File: src/rtl/vga_seq_pkg.sv
// Shared types and constants for the VGA pattern sequencer.
// Holds the FSM state encoding and the reset dwell default.
package vga_seq_pkg;

   typedef enum logic [1:0] {
      ST_IDLE   = 2'd0,
      ST_SHOW   = 2'd1,
      ST_SWITCH = 2'd2
   } seq_state_t;

   localparam int SEQ_DEFAULT_DWELL = 60;

endpackage

File: src/rtl/vga_seq_rr_next.sv
// Round-robin search: next set mask bit strictly above cur, wrapping.
// Returns cur itself when no other bit is set.
module vga_seq_rr_next #(
   parameter int N = 4,
   parameter int W = 2
) (
   input  logic [N-1:0] mask,
   input  logic [W-1:0] cur,
   output logic [W-1:0] nxt
);

   logic [W-1:0] idx;

   // Scan farthest offset first so the nearest set bit wins last.
   always_comb begin
      nxt = cur;
      idx = cur;
      for (int k = N; k >= 1; k--) begin
         idx = W'((int'(cur) + k) % N);
         if (mask[idx]) nxt = idx;
      end
   end

endmodule

File: src/rtl/vga_pattern_sequencer.sv
// Frame-synchronous pattern sequencer with blanked switch frames.
// Optional macro VGA_SEQ_FREEZE_EN adds a freeze input.
module vga_pattern_sequencer
   import vga_seq_pkg::*;
#(
   parameter int NUM_PATTERNS  = 4,
   parameter int DWELL_W       = 8,
   parameter int DEFAULT_DWELL = SEQ_DEFAULT_DWELL
) (
   input  logic                            clk_25,
   input  logic                            rst,
`ifdef VGA_SEQ_FREEZE_EN
   input  logic                            freeze,
`endif
   input  logic                            vsync,
   input  logic                            cfg_valid,
   output logic                            cfg_ready,
   input  logic [DWELL_W-1:0]              cfg_dwell,
   input  logic [NUM_PATTERNS-1:0]         cfg_mask,
   output logic [$clog2(NUM_PATTERNS)-1:0] pattern_sel,
   output logic                            blank
);

   localparam int SEL_W = $clog2(NUM_PATTERNS);

   seq_state_t state, state_d;

   logic vsync_s, vsync_d, frame_tick;
   logic pend_valid;
   logic [DWELL_W-1:0] pend_dwell;
   logic [NUM_PATTERNS-1:0] pend_mask;
   logic [DWELL_W-1:0] dwell, frame_cnt, cnt_d, eff_last;
   logic [NUM_PATTERNS-1:0] mask;
   logic [SEL_W-1:0] sel_d, rr_sel, low_sel;
   logic blank_d, hold, apply, expire, has_other;

`ifdef VGA_SEQ_FREEZE_EN
   assign hold = freeze;
`else
   assign hold = 1'b0;
`endif

   vga_seq_rr_next #(.N(NUM_PATTERNS), .W(SEL_W)) u_rr (
      .mask (mask),
      .cur  (pattern_sel),
      .nxt  (rr_sel)
   );

   vga_seq_rr_next #(.N(NUM_PATTERNS), .W(SEL_W)) u_low (
      .mask (mask),
      .cur  (SEL_W'(NUM_PATTERNS - 1)),
      .nxt  (low_sel)
   );

   assign cfg_ready = ~pend_valid;
   assign apply     = frame_tick & pend_valid;
   assign eff_last  = (dwell == '0) ? '0 : dwell - DWELL_W'(1);
   assign expire    = (frame_cnt == eff_last);
   assign has_other = (rr_sel != pattern_sel);

   // Sample vsync and emit a one-cycle tick per falling edge.
   always_ff @(posedge clk_25 or posedge rst) begin
      if (rst) begin
         vsync_s    <= 1'b1;
         vsync_d    <= 1'b1;
         frame_tick <= 1'b0;
      end else begin
         vsync_s    <= vsync;
         vsync_d    <= vsync_s;
         frame_tick <= vsync_d & ~vsync_s;
      end
   end

   // Single-entry pending config slot, emptied on the next tick.
   always_ff @(posedge clk_25 or posedge rst) begin
      if (rst) begin
         pend_valid <= 1'b0;
         pend_dwell <= '0;
         pend_mask  <= '0;
      end else if (cfg_valid && cfg_ready) begin
         pend_valid <= 1'b1;
         pend_dwell <= cfg_dwell;
         pend_mask  <= cfg_mask;
      end else if (apply) begin
         pend_valid <= 1'b0;
      end
   end

   // State, outputs and active config registers.
   always_ff @(posedge clk_25 or posedge rst) begin
      if (rst) begin
         state       <= ST_IDLE;
         pattern_sel <= '0;
         blank       <= 1'b1;
         frame_cnt   <= '0;
         dwell       <= DWELL_W'(DEFAULT_DWELL);
         mask        <= '1;
      end else begin
         state       <= state_d;
         pattern_sel <= sel_d;
         blank       <= blank_d;
         frame_cnt   <= cnt_d;
         if (apply) begin
            dwell <= pend_dwell;
            mask  <= pend_mask;
         end
      end
   end

   // Next state: a config apply overrides any dwell expiry.
   always_comb begin
      state_d = state;
      if (apply) begin
         if (pend_mask == '0)
            state_d = ST_IDLE;
         else if (!pend_mask[pattern_sel])
            state_d = ST_SWITCH;
         else
            state_d = ST_SHOW;
      end else if (frame_tick) begin
         unique case (state)
            ST_IDLE:
               if (mask != '0) state_d = ST_SHOW;
            ST_SHOW:
               if (!hold && expire && has_other)
                  state_d = ST_SWITCH;
            ST_SWITCH:
               state_d = ST_SHOW;
            default:
               state_d = ST_IDLE;
         endcase
      end
   end

   // Next output values, committed only on a frame tick.
   always_comb begin
      sel_d   = pattern_sel;
      blank_d = blank;
      cnt_d   = frame_cnt;
      if (apply) begin
         cnt_d   = '0;
         blank_d = (state_d != ST_SHOW);
      end else if (frame_tick) begin
         unique case (state)
            ST_IDLE: begin
               if (mask != '0) begin
                  sel_d   = low_sel;
                  cnt_d   = '0;
                  blank_d = 1'b0;
               end
            end
            ST_SHOW: begin
               if (!hold) begin
                  if (expire) begin
                     cnt_d   = '0;
                     blank_d = has_other;
                  end else begin
                     cnt_d = frame_cnt + DWELL_W'(1);
                  end
               end
            end
            ST_SWITCH: begin
               sel_d   = rr_sel;
               cnt_d   = '0;
               blank_d = 1'b0;
            end
            default: begin
               blank_d = 1'b1;
            end
         endcase
      end
   end

endmodule

File: config.mk
export PLATFORM = sky130hd
export DESIGN_NAME = vga_pattern_sequencer
export DESIGN_NICKNAME = d
export VERILOG_FILES = /design/src/rtl/vga_seq_pkg.sv /design/src/rtl/vga_seq_rr_next.sv /design/src/rtl/vga_pattern_sequencer.sv
export SDC_FILE = /design/constraint.sdc
export NUM_CORES = 1
export LEC_CHECK = 0
export ABC_AREA = 1
export BUFFER_PORTS_ARGS = -buffer_cell sky130_fd_sc_hd__buf_2
export CAP_MARGIN = 15
export CORE_MARGIN = 8
export CORE_UTILIZATION = 62
export CTS_BUF_LIST = sky130_fd_sc_hd__clkbuf_8
export CTS_CLUSTER_DIAMETER = 120
export DETAILED_ROUTE_END_ITERATION = 16
export PLACE_DENSITY_LB_ADDON = 0.05
export SLEW_MARGIN = 0
export SYNTH_ARGS = -nofsm -noshare
export SYNTH_HDL_FRONTEND = slang
export SYNTH_SLANG_ARGS = --single-unit
File: constraint.sdc
create_clock -name clk_25 -period 2.16 [get_ports clk_25]
set_input_delay 0.216 -clock clk_25 [delete_from_list [all_inputs] [get_ports clk_25]]
set_output_delay 0.216 -clock clk_25 [all_outputs]
set_load 0.01 [all_outputs]
==> reports/qor.yml <==
irDropWorstVdd_v: 0.000717
ys_types: 28
num-nets-final: 373
clock_path_buffers: 2
ys_seq_area_share_pct: 43.0
cp-end-kind: "flop"
port_buffers: 19
num-fill-cells: 315
netlist_instances: 332
synth_edf_count: 0
antennaDiodeCount: 0
final.min_clock_period_ns: 1.91
syn_nets: 350
status: "finished, final reports clean"
grt.total_usage_pct: 17.2
slowest_stage: "dfrtp_1"
clock.fmax_ghz: 0.522
grt_pass1_vias: 2014
place.gp.congestion: 0.813
fin_tns_setup_ns: 0
async_reset_ff_share_pct: 100
fin_util_pct: 71.8
core_um2: 3720
synth_area_um2: 2420
htree_levels: 2
start_util_pct: 65.1
p_leak_uw: 0.00138
drt-initial-drc-count: 151
synth_top_area_share_pct: 31.1
tightest_slew_ns: 0.509
die_area_um2: 6150
dpl.hpwl_um: 3710
cp_common_cell: "nand2_1"
p_per_area_nw_per_um2: 1340
path_class: "flop to flop"
die_h_um: 78.4
numPlacedInstances: 395
dpl_cell_area_um2: 2570
grt-ovfl-total: 0
tritoncts: "done"
final_hold_viol_count: 0
r2r_slack_ns: 0.25
finClkSkew_ns: 0.00316
synthMostInstantiatedCell: "nand2_1"
drt_pass1_iterations: 4
yosys.area.top_type: "dfrtp_1"
yosys_warnings: 0
rows: 22
max_stage_delay_ns: 0.41
cts_buffers: 5
grt_max_degree: 42
rsz0062_at_grt: "no"
crit_required_ns: 2.40
finalCritPeriodShare_pct: 88.7
syn2layout_area_growth_pct: 10.3
ys_ff_latch: 41
wl_per_cell_um: 12.2
setup_violations: 0
netlist_top_cells_area: "dfrtp_1, nand2_1, dfstp_2, inv_1, nand3_1"
vias_per_cell: 5.21
stdcell_area_um2: 2670
insertion_delay_ns: 0.29
cp_max_fo: 13
cap_violations: 0
io_pins: 20
final_cells: 404
synth_top_flop_cell: "dfrtp_1"
syn_area_per_cell_um2: 7.28
seq_area_um2: 1040
postCtsSetupBuffers: 0
drive_gt1_share_pct: 18.3
hold_path_class: "input pin to async pin"
critPathArrivalTime_ns: 2.15
clkTransAtPathRegs_ns: 0.08
synth_common_cells: "nand2_1, inv_1, dfrtp_1"
multi_input_area_um2: 1160
antenna_found_initial: 0
place_ws_ns: 0.257
antenna_left: 0
cts-root-buf: "clkbuf_8"
drc: 0
slew_violations: 0
cp-start-kind: "flop"
vias: 2104
slew_headroom_pct: 65.8
drt-total-wl_um: 4920
grt_first_pass_wirelength_um: 8750
chipWidth_um: 78.4
crit_chain: "inv_1, ha_1, nand2_2, nor2_4, nand2_4, nand2_1, nand2_1, nand2_1, nand3_2, nor2_4, nand2_4, nand2_8, nand3_1, nand2_1, inv_1"
worst_slack_ns: 0.245
clkSinkCount: 41
-- kinds of logic after synthesis --
kind of cell | count (synthesis) | share of synthesized area, %
simple gates | 186 | 35.2
buf+inv | 54 | 8.85
compound gates | 42 | 8.90
flops | 41 | 43.0
mux | 4 | 1.86
xor+xnor | 3 | 1.09
fa+ha+maj | 2 | 1.04
-- registers in the layout, indices dropped and copies added (netlist names) --
name / count
frame_tick: 1
pend_mask: 4
vsync_d: 1
blank: 1
dwell: 8
pend_dwell: 8
pend_valid: 1
mask: 4
frame_cnt: 8
state: 2
vsync_s: 1
pattern_sel: 2
-- through the flow --
stage	hold slack, ns	power (uW)
final	0.0290	3570
after floorplan	0.220	2690
after CTS	0.00506	3570
after global routing	0.0728	3920
after detailed placement	0.323	3060
after global placement	0.321	3000
-- final timing paths --
path	from	to	cells past startpoint
worst max-delay path	dwell[1]	blank	15
worst min-delay path	rst	pend_mask[1]	3
worst max register to register	dwell[1]	blank	15
worst min register to register	vsync_s	vsync_d	0
max in group asynchronous	rst	blank	3
min in group clk_25	cfg_dwell[5]	pend_dwell[5]	2
-- layer usage --
metal	wire, um	up-vias	global-route usage, %
li1	-	1103	-
met1	2500	962	22.9
met2	2200	34	26.4
met3	162	5	5.01
met4	55	0	4.81
met5	0	-	0
-- worst max-delay path, delay by kind of cell (launching register included) --
kind / cells / cell delay (ns)
adders and majority gates: 1 / 0.24
buffers and inverters: 2 / 0.10
DFF: 1 / 0.41
and+or+nand+nor: 12 / 1.10
-- layout make-up --
class / instances / area share [%]
Inverter: 44 / 6.19
Timing Repair Buffer: 26 / 5.63
Tap cell: 48 / 2.25
Clock buffer: 5 / 2.58
Clock inverter: 3 / 0.704
Multi-Input combinational cell: 237 / 43.6
Sequential cell: 41 / 39.0
-- power by group --
part	switching (uW)	total, uW	internal, uW
Clock	272	494	223
Combinational	1100	1740	637
Sequential	259	1340	1080
Total	1630	3570	1940
-- placed cells by master, fill, tap and decap left out, types with 4 or more instances in the layout --
master	instances
nand4_1	9
mux2_2	4
inv_2	4
inv_1	41
nor3_1	5
o21ai_0	17
nand2_1	104
nand3_1	24
dfrtp_1	30
a21oi_1	19
nor2_1	29
dfstp_2	11
buf_4	6
buf_2	19
clkbuf_8	5
-- repair_timing --
action	CTS	global route
hold buffers	0	1
gates resized for setup	0	0
hold endpoints to repair	0	1
No activity file was read; power rests on OpenSTA's default activity.
